`src/rtl/conv_layer_sequencer.sv`:
```
// conv_layer_sequencer: runs the 3x3 conv controller over N layers, flipping the ping-pong opcode per layer.
// Define SEQ_WATCHDOG_EN to abort and flag o_error when a layer's RUN phase exceeds TIMEOUT_CYCLES.
module conv_layer_sequencer #(
    parameter int                   LAYER_W        = 4,
    parameter int                   TIMEOUT_W      = 20,
    parameter logic [TIMEOUT_W-1:0] TIMEOUT_CYCLES = 20'd1000000
) (
    input  logic               i_clk,
    input  logic               i_reset,
    input  logic               i_start,
    input  logic [LAYER_W-1:0] i_numLayers,
    input  logic               i_abort,
    input  logic               i_convFinish,
    input  logic               i_initOpcode,
    output logic               o_convStart,
    output logic               o_opcode,
    output logic [LAYER_W-1:0] o_layerIdx,
    output logic               o_busy,
    output logic               o_done,
    output logic               o_aborted,
    output logic               o_error
);
    typedef enum logic [2:0] {IDLE, LAUNCH, RUN, SWAP, DONE} state_t;

    if (TIMEOUT_CYCLES == '0) begin : g_bad_timeout
        $error("TIMEOUT_CYCLES must be nonzero");
    end

    state_t             state_q, state_d;
    logic [LAYER_W-1:0] count_q, count_d, idx_q, idx_d;
    logic               opcode_q, opcode_d, aborted_q, aborted_d;
    logic               conv_start_q, busy_q, done_q;
`ifdef SEQ_WATCHDOG_EN
    logic [TIMEOUT_W-1:0] wd_q, wd_d;
    logic                 error_q, error_d;
`endif

    always_comb begin
        state_d   = state_q;
        count_d   = count_q;
        idx_d     = idx_q;
        opcode_d  = opcode_q;
        aborted_d = 1'b0;
`ifdef SEQ_WATCHDOG_EN
        wd_d      = wd_q;
        error_d   = error_q;
`endif
        // Abort outranks every other transition and freezes opcode/index.
        if (state_q != IDLE && i_abort) begin
            state_d   = IDLE;
            aborted_d = 1'b1;
        end else begin
            case (state_q)
                IDLE: if (i_start && !i_abort) begin
                    count_d  = i_numLayers;
                    opcode_d = i_initOpcode;
                    idx_d    = '0;
`ifdef SEQ_WATCHDOG_EN
                    error_d  = 1'b0;
`endif
                    state_d  = (i_numLayers != '0) ? LAUNCH : DONE;
                end
                LAUNCH: begin
                    state_d = RUN;
`ifdef SEQ_WATCHDOG_EN
                    wd_d    = '0;
`endif
                end
                RUN: if (i_convFinish) begin
                    state_d = SWAP;
`ifdef SEQ_WATCHDOG_EN
                end else if (wd_q == TIMEOUT_CYCLES - TIMEOUT_W'(1)) begin
                    error_d   = 1'b1;
                    aborted_d = 1'b1;
                    state_d   = IDLE;
                end else begin
                    wd_d = wd_q + TIMEOUT_W'(1);
`endif
                end
                SWAP: begin
                    opcode_d = ~opcode_q;
                    if (idx_q == count_q - LAYER_W'(1)) begin
                        state_d = DONE;
                    end else begin
                        idx_d   = idx_q + LAYER_W'(1);
                        state_d = LAUNCH;
                    end
                end
                DONE:    state_d = IDLE;
                default: state_d = IDLE;
            endcase
        end
    end

    always_ff @(posedge i_clk or negedge i_reset) begin
        if (!i_reset) begin
            state_q      <= IDLE;
            count_q      <= '0;
            idx_q        <= '0;
            opcode_q     <= 1'b0;
            aborted_q    <= 1'b0;
            conv_start_q <= 1'b0;
            busy_q       <= 1'b0;
            done_q       <= 1'b0;
`ifdef SEQ_WATCHDOG_EN
            wd_q         <= '0;
            error_q      <= 1'b0;
`endif
        end else begin
            state_q      <= state_d;
            count_q      <= count_d;
            idx_q        <= idx_d;
            opcode_q     <= opcode_d;
            aborted_q    <= aborted_d;
            conv_start_q <= (state_d == LAUNCH);
            busy_q       <= (state_d != IDLE);
            done_q       <= (state_d == DONE);
`ifdef SEQ_WATCHDOG_EN
            wd_q         <= wd_d;
            error_q      <= error_d;
`endif
        end
    end

    assign o_convStart = conv_start_q;
    assign o_opcode    = opcode_q;
    assign o_layerIdx  = idx_q;
    assign o_busy      = busy_q;
    assign o_done      = done_q;
    assign o_aborted   = aborted_q;
`ifdef SEQ_WATCHDOG_EN
    assign o_error     = error_q;
`else
    assign o_error     = 1'b0;
`endif
endmodule

```
`config.mk`:
```
export PLATFORM = sky130hd
export DESIGN_NAME = conv_layer_sequencer
export DESIGN_NICKNAME = d
export VERILOG_FILES = /design/src/rtl/conv_layer_sequencer.sv
export SDC_FILE = /design/constraint.sdc
export NUM_CORES = 1
export LEC_CHECK = 0
export BUFFER_PORTS_ARGS = -buffer_cell sky130_fd_sc_hd__buf_4
export CAP_MARGIN = 15
export CORE_UTILIZATION = 51
export CTS_CLUSTER_DIAMETER = 60
export DETAILED_ROUTE_END_ITERATION = 7
export HOLD_SLACK_MARGIN = 0.08
export PLACE_DENSITY_LB_ADDON = 0.08
export SYNTH_ARGS = -nofsm -noshare
export SYNTH_HDL_FRONTEND = slang
export SYNTH_SLANG_ARGS = --single-unit
```
`constraint.sdc`:
```
create_clock -name i_clk -period 2.2 [get_ports i_clk]
set_clock_uncertainty 0.1 [all_clocks]
set_input_delay 0.22 -clock i_clk [delete_from_list [all_inputs] [get_ports i_clk]]
set_output_delay 0.22 -clock i_clk [all_outputs]
set_load 0.02 [all_outputs]
```
Word-level counts from Yosys, hierarchy flattened

Index checks and enable logic that the tools add are counted.

Output and inout bits: 10
Register bits: 16

Mux-type cells: 12
Equal/unequal tests: 8
Add/sub/neg operators: 2
Reduce and logical (&&, ||, !) cells: 11
Bitwise gates (word level): 2

Operators by type and width:

| kind                                                                   | count |
|---|---|
| 3-bit two-way mux                                                      | 5 |
| 3-bit one-hot mux with 4 select lines                                  | 1 |
| 4-bit two-way mux                                                      | 2 |
| 4-bit one-hot mux with 2 select lines                                  | 1 |
| 3-bit by 1-bit equality test with 1-bit output (second input constant) | 2 |
| 3-bit by 2-bit equality test with 1-bit output (second input constant) | 2 |
| 3-bit AND reduction                                                    | 2 |
| 3-bit nonzero test                                                     | 2 |
| 4-bit by 1-bit adder with 4-bit output (second input constant)         | 1 |
| 4-bit equality test                                                    | 1 |
| 2-bit != test (second input constant)                                  | 2 |
| 4-bit AND reduction                                                    | 1 |
| 4-bit nonzero test                                                     | 1 |
| 4-bit by 1-bit subtractor with 4-bit output (second input constant)    | 1 |
| 3-bit equality test (second input constant)                            | 1 |
| 3-bit logical NOT                                                      | 1 |
| 1-bit logical AND                                                      | 2 |
| 1-bit two-way mux                                                      | 2 |
| 1-bit NOT                                                              | 2 |
| 1-bit one-hot mux with 2 select lines                                  | 1 |
| 2-bit nonzero test                                                     | 1 |
| 1-bit logical NOT                                                      | 1 |

Logic depth before layout (Yosys ltp)

Word-level depth: 6
Depth in mapped cells: 7
Gate-level depth less buffers: 6

Worst setup path before layout

Ideal clock, no wire load.

Path kind: register to register
From: register count_q[0]
To: register idx_q[1] (netlist: o_layerIdx[1])
Path slack: 0.331 ns
Cell stages (with the launch flop): 8
Setup time: 0.122 ns
Arrival: 1.647 ns
Buffers on the path: 1
Path through: dfrtp_1 inv_1 ha_1 xnor3_1 and3_4 buf_6 a31o_1 a32o_1

Longest elaborated chain between the ends: 4

RTL lines:

| item                                        | RTL line | text |
|---|---|---|
| start: declaration                          | 30       | `logic [LAYER_W-1:0] count_q, count_d, idx_q, idx_d;` |
| start signal: assignment                    | 111      | `count_q <= count_d;` |
| 4-bit by 1-bit subtractor with 4-bit output | 82       | `if (idx_q == count_q - LAYER_W'(1)) begin` |
| 4-bit equality test                         | 82       |  |
| 2-bit != test (no source line)              | --       |  |
| 4-bit AND reduction (no source line)        | --       |  |
| end signal: assignment                      | 112      | `idx_q <= idx_d;` |
| end: declaration                            | 30       |  |

No other way between the ends.
A chain may end at the register's enable or synchronous reset.

Worst setup path after layout

Ends and elaborated chain as after synthesis.

==> metrics.yaml <==
fin_crit_sh_pct: 85.31
synth.area.top_cells: "dfrtp_1, mux2_2, xnor2_1"
rr_endpoint: "o_layerIdx[1]$_DFFE_PN0P_"
timing.critical_path.to_type: "flip-flop"
vias_per_cell: 5.976
drive_gt1_share_pct: 28.97
final.setup.tns_ns: 0
wire_per_inst_um: 15.32
start_util_pct: 56.59
htree_levels: 1
nets: 120
place_hpwl_um: 1310
placed_cells: 113
final_area_um2: 1125
min_path_cells: 3
die_h_um: 43.83
ys_seq_area_share_pct: 44.88
regToRegSetupSlack_ns: 0.32
fin_crit_ns: 1.877
antenna_left: 0
vias: 735
grt.total_usage_pct: 23.02
crit_buf_inv: 1
grt_pass1_wl_um: 3105
drt_iter0_markers: 21
syn_to_final_growth_pct: 26.09
synthesis.nets: 93
dieArea_um2: 1921
setup_viol: 0
final_cells: 123
core_um2: 1577
max_cap_viol_count: 0
grt_overflow_total: 0
synth.largest_area_cell: "dfrtp_1"
grt_pass1_vias: 706
die_x_um: 43.83
diodes: 0
start_kind: "flip-flop"
worstHoldStart: "i_initOpcode"
clk-insertion-delay-late_ns: 0.29
max_stage_delay_ns: 0.42
fin_ws_ns: 0.3232
post_cts_resized: 0
rows: 14
grt_max_degree: 17
max_freq_mhz: 532.8
critPathSlowestCell: "dfrtp_1"
gp_congestion: 0.8188
critical-path-top-delay-family: "compound AO/OA/AOI/OAI gates"
cts_tree: "built"
nFillCells: 122
slew_viol_final: 0
cts.path.max_buffers: 2
cp.required_ns: 2.29
wl_um: 1884
hold_path_end: "o_opcode$_DFFE_PN0P_"
ys_ff_latch: 16
yosys_warnings: 0
leakagePower_nw: 0.5558
rr_worst_depth: 6
place_area_um2: 1028
crit_chain: "inv_1 -> ha_1 -> xnor3_1 -> and3_4 -> a31o_1 -> a32o_1"
outcome: "complete, but fails checks"
crit_arrival_ns: 1.97
cts_inserted_buffers: 3
rsz0062_at_grt: "false"
root_buffer: "clkbuf_4"
finalHoldViolations: 0
cts_sinks: 16
mappedNetlistArea_um2: 892.1
antenna_found_initial: 0
violations: "design-rule violations"
portBuffers: 18
avgSynthCellArea_um2: 11.01
worst_hold_path_type: "in -> reg"
peakVddDrop_v: 0.0008727
crit_fanout: 6
cts_setup_buffers: 0
remaining_drc_errors: 1
drtPass1Iterations: 8
clk_pin_slew_ns: 0.09
synth_top_area_share_pct: 44.88
ioPinCount: 20
crit_type: "reg -> reg"
pre_cts_slack_ns: 0.3454
r2r_start: "count_q[0]$_DFFE_PN0P_"
ys_types: 35
power-per-cell-area_nw_per_um2: 1327
syn_inst: 81
## cell type report
class | count | area [µm²] | share of cell area, %
multi-input combinational | 59 | 457.9 | 40.71
timing repair buffer | 24 | 195.2 | 17.35
clock buffer | 4 | 36.28 | 3.226
tap | 16 | 20.02 | 1.780
inverter | 4 | 15.01 | 1.335
sequential | 16 | 400.4 | 35.60
## cell families after synthesis
family / count (synthesis) / synth area share (%)
flip-flops: 16 / 44.88
multiplexers: 4 / 5.049
XOR/XNOR: 7 / 8.416
buffers and inverters: 6 / 3.787
AO/OA/AOI/OAI: 21 / 16.83
AND/OR/NAND/NOR: 24 / 17.81
adder cells (fa/ha/maj): 2 / 2.805
other: 1 / 0.4204
## cells in the final DEF, fill, tap and decap left out, types with 2 or more instances in the layout
cell type and count:
ha_1 2, nand2_1 3, a21oi_1 4, o21a_1 2, a21o_1 2, a221oi_1 2
xor2_1 3, dfrtp_1 16, o21ai_0 3, nand3_1 4, a211oi_1 2, and3_1 2
dlygate4sd3_1 6, clkbuf_4 3, buf_4 18, mux2_2 4, nor3_1 2, inv_1 4
nor2_1 4, a31o_1 2, xnor2_1 3
## layer usage
metal	GRT usage, %	wire, µm	up-vias
li1	-	-	355
met1	27.85	826	344
met2	37.61	895	31
met3	5.000	124	5
met4	13.13	38	0
met5	0	0	-
## report_power, final
group          leakage [nW]  switching [W]  internal [W]  total (W)
Clock                0.0210      0.0000978      0.000101   0.000199
Combinational         0.328       0.000389      0.000372   0.000761
Sequential            0.207       0.000129      0.000404   0.000533
Total                 0.556       0.000616      0.000877    0.00149
## flip-flops by register name (all words and copies together), names as in the netlist
signal	cells
state_q	3
o_opcode	1
o_done	1
o_busy	1
o_layerIdx	4
o_convStart	1
count_q	4
o_aborted	1
## how the worst max path moves through the flow
stage / end / cells after the start / start
floorplan: o_layerIdx[1]$_DFFE_PN0P_ / 7 / count_q[0]$_DFFE_PN0P_
global placement: o_layerIdx[1]$_DFFE_PN0P_ / 6 / count_q[0]$_DFFE_PN0P_
detailed placement: o_layerIdx[1]$_DFFE_PN0P_ / 6 / count_q[0]$_DFFE_PN0P_
CTS: o_layerIdx[1]$_DFFE_PN0P_ / 6 / count_q[0]$_DFFE_PN0P_
global route: o_layerIdx[1]$_DFFE_PN0P_ / 6 / count_q[0]$_DFFE_PN0P_
finish: o_layerIdx[1]$_DFFE_PN0P_ / 6 / count_q[0]$_DFFE_PN0P_
## worst min-delay path: stages
cell and delay, ns:
buf_4 0.08, o211ai_1 0.08, o31ai_1 0.07
## what timing repair did
action,CTS,global route
setup endpoints to repair,0,0
hold endpoints to repair,20,1
hold buffers,5,1
## cells in the mapped netlist, drive strengths merged
cell type  instances
a211oi             2
a21o               2
a21oi              4
a221oi             2
a31o               2
a32o               1
a41o               1
and3               3
and3b              1
and4bb             1
buf                2
conb               1
dfrtp             16
ha                 2
inv                4
mux2               4
nand2              4
nand3              4
nand4              1
nor2               4
nor3               2
nor4               2
o211ai             1
o21a               2
o21ai              3
o31ai              1
or2                1
or4bb              1
xnor2              3
xnor3              1
xor2               3
## per-stage QoR
stage               utilization [%]  hold WS (ns)  power, W
finish                        71.35       0.09101  0.001493
global route                  71.35        0.1064  0.001600
CTS                           70.71       0.08001  0.001492
detailed placement            65.24     -0.007416  0.001283
global placement              65.24      -0.01232  0.001262
floorplan                         -       -0.1756  0.001105
(Power assumes the default switching activity.)
